`config.mk`:
```
export PLATFORM = sky130hd
export DESIGN_NAME = t_ff_counter_flat
export DESIGN_NICKNAME = d
export VERILOG_FILES = /design/src/rtl/t_ff_counter_if.sv /design/src/rtl/t_ff_counter.sv /design/src/flat_wrapper.sv
export SDC_FILE = /design/constraint.sdc
export NUM_CORES = 1
export LEC_CHECK = 0
export CORE_UTILIZATION = 43
export DETAILED_ROUTE_END_ITERATION = 10
export PLACE_DENSITY = 0.83
export SLEW_MARGIN = 20
export SYNTH_ARGS = -nofsm -noshare
export SYNTH_HDL_FRONTEND = slang
export SYNTH_SLANG_ARGS = --single-unit
```
`constraint.sdc`:
```
create_clock -name clk -period 4.8 [get_ports clk]
set_clock_uncertainty 0.2 [all_clocks]
set_input_delay 0.72 -clock clk [delete_from_list [all_inputs] [get_ports clk]]
set_output_delay 0.72 -clock clk [all_outputs]
set_load 0.01 [all_outputs]
```
`src/rtl/t_ff_counter_if.sv`:
```
// Control/status bundle for t_ff_counter: count/load controls in, count state and debug view out.
interface t_ff_counter_if #(
    parameter int unsigned WIDTH = 8
);
    logic             en;
    logic             up_dn;
    logic             load;
    logic [WIDTH-1:0] load_val;
    logic [WIDTH-1:0] q;
    logic [WIDTH-1:0] t_vec;
    logic             wrap;

    modport master (
        output en, up_dn, load, load_val,
        input  q, t_vec, wrap
    );

    modport slave (
        input  en, up_dn, load, load_val,
        output q, t_vec, wrap
    );
endinterface

```
`src/rtl/t_ff_counter.sv`:
```
// Modulo-MODULUS up/down counter built from T flip-flops with ripple-carry toggle enables.
// Define T_FF_COUNTER_SATURATE_EN to hold at the limits instead of wrapping (wrap = limit-hit).
module t_ff_counter #(
    parameter int unsigned     WIDTH   = 8,
    parameter longint unsigned MODULUS = 256
) (
    input  logic           clk,
    input  logic           reset,
    t_ff_counter_if.slave  bus
);

    localparam logic [WIDTH-1:0] MaxVal = WIDTH'(MODULUS - 1);

    logic [WIDTH-1:0] q_q, q_d;
    logic             wrap_q, wrap_d;
    logic [WIDTH-1:0] t_nat;
    logic [WIDTH-1:0] t_vec;
    logic             carry;
    logic             at_limit;

    always_comb begin
        t_nat = '0;
        carry = 1'b1;
        // Bit i toggles when all lower bits are 1 (up) or all 0 (down).
        for (int i = 0; i < WIDTH; i++) begin
            t_nat[i] = carry;
            carry    = carry & (bus.up_dn ? q_q[i] : ~q_q[i]);
        end

        at_limit = bus.up_dn ? (q_q == MaxVal) : (q_q == '0);

        q_d    = q_q;
        wrap_d = 1'b0;
        t_vec  = '0;

        if (bus.load) begin
            q_d = (64'(bus.load_val) >= MODULUS) ? MaxVal : bus.load_val;
        end else if (bus.en) begin
            if (at_limit) begin
                wrap_d = 1'b1;
`ifdef T_FF_COUNTER_SATURATE_EN
                q_d = q_q;
`else
                q_d = bus.up_dn ? '0 : MaxVal;
`endif
            end else begin
                q_d = q_q ^ t_nat;
            end
            // Report exactly the bits that flip, including the modulus override.
            t_vec = q_q ^ q_d;
        end

        if (reset) begin
            t_vec = '0;
        end
    end

    always_ff @(posedge clk) begin
        if (reset) begin
            q_q    <= '0;
            wrap_q <= 1'b0;
        end else begin
            q_q    <= q_d;
            wrap_q <= wrap_d;
        end
    end

    assign bus.q     = q_q;
    assign bus.t_vec = t_vec;
    assign bus.wrap  = wrap_q;

endmodule

```
`src/flat_wrapper.sv`:
```
// flat-port wrapper written by rule: the top's interface ports become plain ports
module t_ff_counter_flat 
#(
    parameter int unsigned     WIDTH   = 8,
    parameter longint unsigned MODULUS = 256
)
  (clk, reset, bus_en, bus_up_dn, bus_load, bus_load_val, bus_q, bus_t_vec, bus_wrap);
  t_ff_counter_if #(.WIDTH(WIDTH)) bus_i ();
  input  logic clk;
  input  logic reset;
  input wire logic [$bits(bus_i.en)-1:0] bus_en;
  input wire logic [$bits(bus_i.up_dn)-1:0] bus_up_dn;
  input wire logic [$bits(bus_i.load)-1:0] bus_load;
  input wire logic [$bits(bus_i.load_val)-1:0] bus_load_val;
  output wire logic [$bits(bus_i.q)-1:0] bus_q;
  output wire logic [$bits(bus_i.t_vec)-1:0] bus_t_vec;
  output wire logic [$bits(bus_i.wrap)-1:0] bus_wrap;
  assign bus_i.en = bus_en;
  assign bus_i.up_dn = bus_up_dn;
  assign bus_i.load = bus_load;
  assign bus_i.load_val = bus_load_val;
  assign bus_q = bus_i.q;
  assign bus_t_vec = bus_i.t_vec;
  assign bus_wrap = bus_i.wrap;
  t_ff_counter #(.WIDTH(WIDTH), .MODULUS(MODULUS)) u_core (.clk(clk), .reset(reset), .bus(bus_i));
endmodule
```
==> qor_table.md <==
| Quantity | This run | Unit |
|:---|:---|:---|
| Critical path, cell by cell | clkdlybuf4s50_1 > inv_1 > nand3_1 > inv_1 > nand2_1 > nor2_1 > clkdlybuf4s50_1 | - |
| Nets | 128 | - |
| Count of endpoints failing setup in the final report | 0 | - |
| CTS hold repair buffers | 0 | - |
| Count of mapped cells out of synthesis | 87 | - |
| Worst flop-to-flop path startpoint | u_core.bus.q[0] | - |
| DIE AREA | 1660 | um^2 |
| Clk buf depth | 2 | - |
| Total of flip-flops plus latches after synthesis | 9 | - |
| Num CTS Buffers | 3 | - |
| Most common library cell in the layout ignoring fill and taps | sky130_fd_sc_hd__clkdlybuf4s50_1 | - |
| Combinational family with the most area after synthesis | simple AND/OR/NAND/NOR gates | - |
| H-tree levels | 1 | - |
| Post-synthesis xor/xnor area fraction | 0.0948 | - |
| Portion of the clock cycle consumed by the worst path in the final layout | 0.777 | - |
| Fin area | 958 | um^2 |
| GRT Resource Usage Total | 0.226 | - |
| Post-synth ARST share | 0 | - |
| Critical path's largest stage delay | 0.54 | ns |
| Count of different cell masters after synthesis | 26 | - |
| Post-layout total power | 0.221 | mW |
| Total routed wirelength | 1700 | um |
| Initial drt markers | 10 | - |
| Number of iterations in the first detailed-routing pass | 4 | - |
| Non-Filler Instances | 129 | - |
| Data required time at the worst endpoint | 3.88 | ns |
| Num ports | 30 | - |
| Count of warnings emitted by yosys | 0 | - |
| Total core area | 1350 | um^2 |
| Initial antenna violation count | 0 | - |
| Seq/Total Area, Yosys | 0.279 | - |
| Share of post-route cells with drive strength above 1 | 0.0526 | - |
| Area of the mapped netlist | 647 | um^2 |
| Post-Place Cells | 125 | - |
| Simple-Gate Fraction of Synth Area | 0.309 | - |
| Source of the critical timing path | bus_load | - |
| Chip Height | 40.8 | um |
| Placement-stage worst setup slack | 1.09 | ns |
| Number of instances resized during post-cts repair | 0 | - |
| Status | complete, no violations | - |
| Cell area after placement | 932 | um^2 |
| Number of fillers in the final layout | 121 | - |
| Number of clock sinks | 9 | - |
| Gp weighted congestion | 0.792 | - |
| Initial Utilization | 0.479 | - |
| Data arrival time at the worst-slack endpoint | 2.81 | ns |
| Hold slack | 0.427 | ns |
| Final critical path time including I/O delays and setup | 3.73 | ns |
| Total area of multi-input combinational cells | 424 | um^2 |
| Final-layout setup total negative slack | 0 | ns |
| Clock root buffer master | sky130_fd_sc_hd__clkbuf_4 | - |
| Overall via count from detail_route | 738 | - |
| Worst-skew pair later-pin latency | 0.27 | ns |
| Setup slack after layout | 1.07 | ns |
| Largest delay contributor family on the critical path | buffers and inverters | - |
| Standard cell with the maximum stage delay on the critical path | sky130_fd_sc_hd__clkdlybuf4s50_1 | - |
| Area growth, synth to finish | 48.2 | % |
| Share of the core filled with cells | 0.710 | - |
| Cell Rows | 13 | - |
| PortBufs | 29 | - |
| Post-synthesis share of cell area spent on full adders, half adders and majority gates | 0 | - |
| Post-synthesis compound-gate area fraction | 0.190 | - |
| Peak ir drop on the vdd network | 160 | uV |
| Most used cells in the layout excluding fill and tap cells | 29 x sky130_fd_sc_hd__clkdlybuf4s50_1, 13 x sky130_fd_sc_hd__nor2_1, 9 x sky130_fd_sc_hd__dfxtp_1, 7 x sky130_fd_sc_hd__nor3_1, 6 x sky130_fd_sc_hd__nand2_1 | - |
| Horizontal extent of the die | 40.8 | um |
| Post-CTS Setup Bufs | 0 | - |
| Number of remaining DRC errors | 0 | - |
| Type of element capturing the critical path | output port | - |
| Routed len/inst | 13.2 | um |
| Max Cap Viol | 0 | - |
| Final Max Slew Viols | 0 | - |
| RSZ-0062 raised after global routing | no | - |
| Relative slew margins | 0.699 | - |
| Antenna Nets Post-Route | 0 | - |
| Tightest Hold Check Type | flip-flop to flip-flop | - |
| Buffering stage count on the worst path with inverters included | 4 | - |
| Overflow left after global routing | 0 | - |
| Number of failing hold endpoints at the final stage | 0 | - |
| Register area | 180 | um^2 |
| Crit path max fanout | 13 | - |
| Clock tree from TritonCTS | yes | - |
| Top_reg_cell synth | sky130_fd_sc_hd__dfxtp_1 | - |
| Clock transition at the registers of the reported paths | 0.07 | ns |
| Transition at the pin with the smallest max-transition slack | 0.448 | ns |
| Leakage power of the design | 0.377 | nW |
| Start-to-end type of the worst setup path | primary input to output port | - |
| Global-route wire length before repair | 2450 | um |
| P per Cell Area | 230 | nW/um^2 |
| Syn_area_per_cell | 7.44 | um^2 |
| Via count of the first global-routing pass | 536 | - |
| Pin count of the biggest net entering global routing | 14 | - |
| Drt via density | 5.72 | - |
| HPWL reported at the end of detailed placement | 1280 | um |
| Worst hold path startpoint | u_core.bus.q[3] | - |
| Critical path startpoint category | primary input | - |
| Highest attainable clock frequency | 268 | MHz |
| Number of antenna cells inserted | 0 | - |
| EDFF count, synth | 0 | - |
| Share of cell area taken by muxes after synthesis | 0.0619 | - |
| Syn Nets | 100 | - |
[metal layers]
metal | wire, um | vias to the layer above | global-route usage
met1 | 809 | 338 | 0.304
met4 | 32 | 0 | 0.100
met2 | 769 | 30 | 0.340
met3 | 88 | 4 | 0.0489
met5 | 0 | - | 0
li1 | - | 366 | -
[state kept, by name, indices dropped and copies added, names as in the netlist]
signal           flops
u_core.bus.wrap      1
u_core.bus.q         8
[area by class of cell]
type | count | share of cell area
clock buffers | 4 | 0.0274
inverters | 5 | 0.0196
multi-input cells | 67 | 0.443
flip-flops and latches | 9 | 0.188
well taps | 15 | 0.0196
repair buffers | 29 | 0.303
[cell usage after synthesis, drive strengths merged, types with 4 or more instances]
library cell   n  area, um^2
nor2          13        48.8
dfxtp          9         180
nor3           7        35.0
nand2          6        22.5
clkbuf         5        18.8
inv            5        18.8
a211oi         4        30.0
a21oi          4        20.0
mux2i          4        40.0
xor2           4        35.0
[power by group]
| group | internal, mW | switching, mW | total [mW] |
|---|---|---|---|
| Combinational | 0.0362 | 0.0289 | 0.0651 |
| Sequential | 0.0808 | 0.0105 | 0.0913 |
| Clock | 0.0322 | 0.0321 | 0.0643 |
[cell families after synthesis]
| family | count (synthesis) |
|---|---|
| XOR/XNOR | 7 |
| multiplexers | 4 |
| AND/OR/NAND/NOR | 40 |
| buffers and inverters | 11 |
| AO/OA/AOI/OAI | 16 |
| flip-flops | 9 |
[worst register-to-register path: cells and delay by family, from the launching register on]
| family | cells | cell delay [ns] |
|---|---|---|
| and+or+nand+nor | 1 | 0.59 |
| AOI/OAI and AO/OA | 2 | 0.55 |
| DFF | 1 | 0.38 |
| muxes | 1 | 0.11 |
[worst paths after layout]
check,end,slack [ns],cells past startpoint
worst max register to register,u_core.bus.q[6],2.85,4
worst min-delay path,u_core.bus.wrap,0.43,2
worst max-delay path,bus_t_vec[5],1.07,7
worst min register to register,u_core.bus.wrap,0.43,2
(Power assumes the default switching activity.)
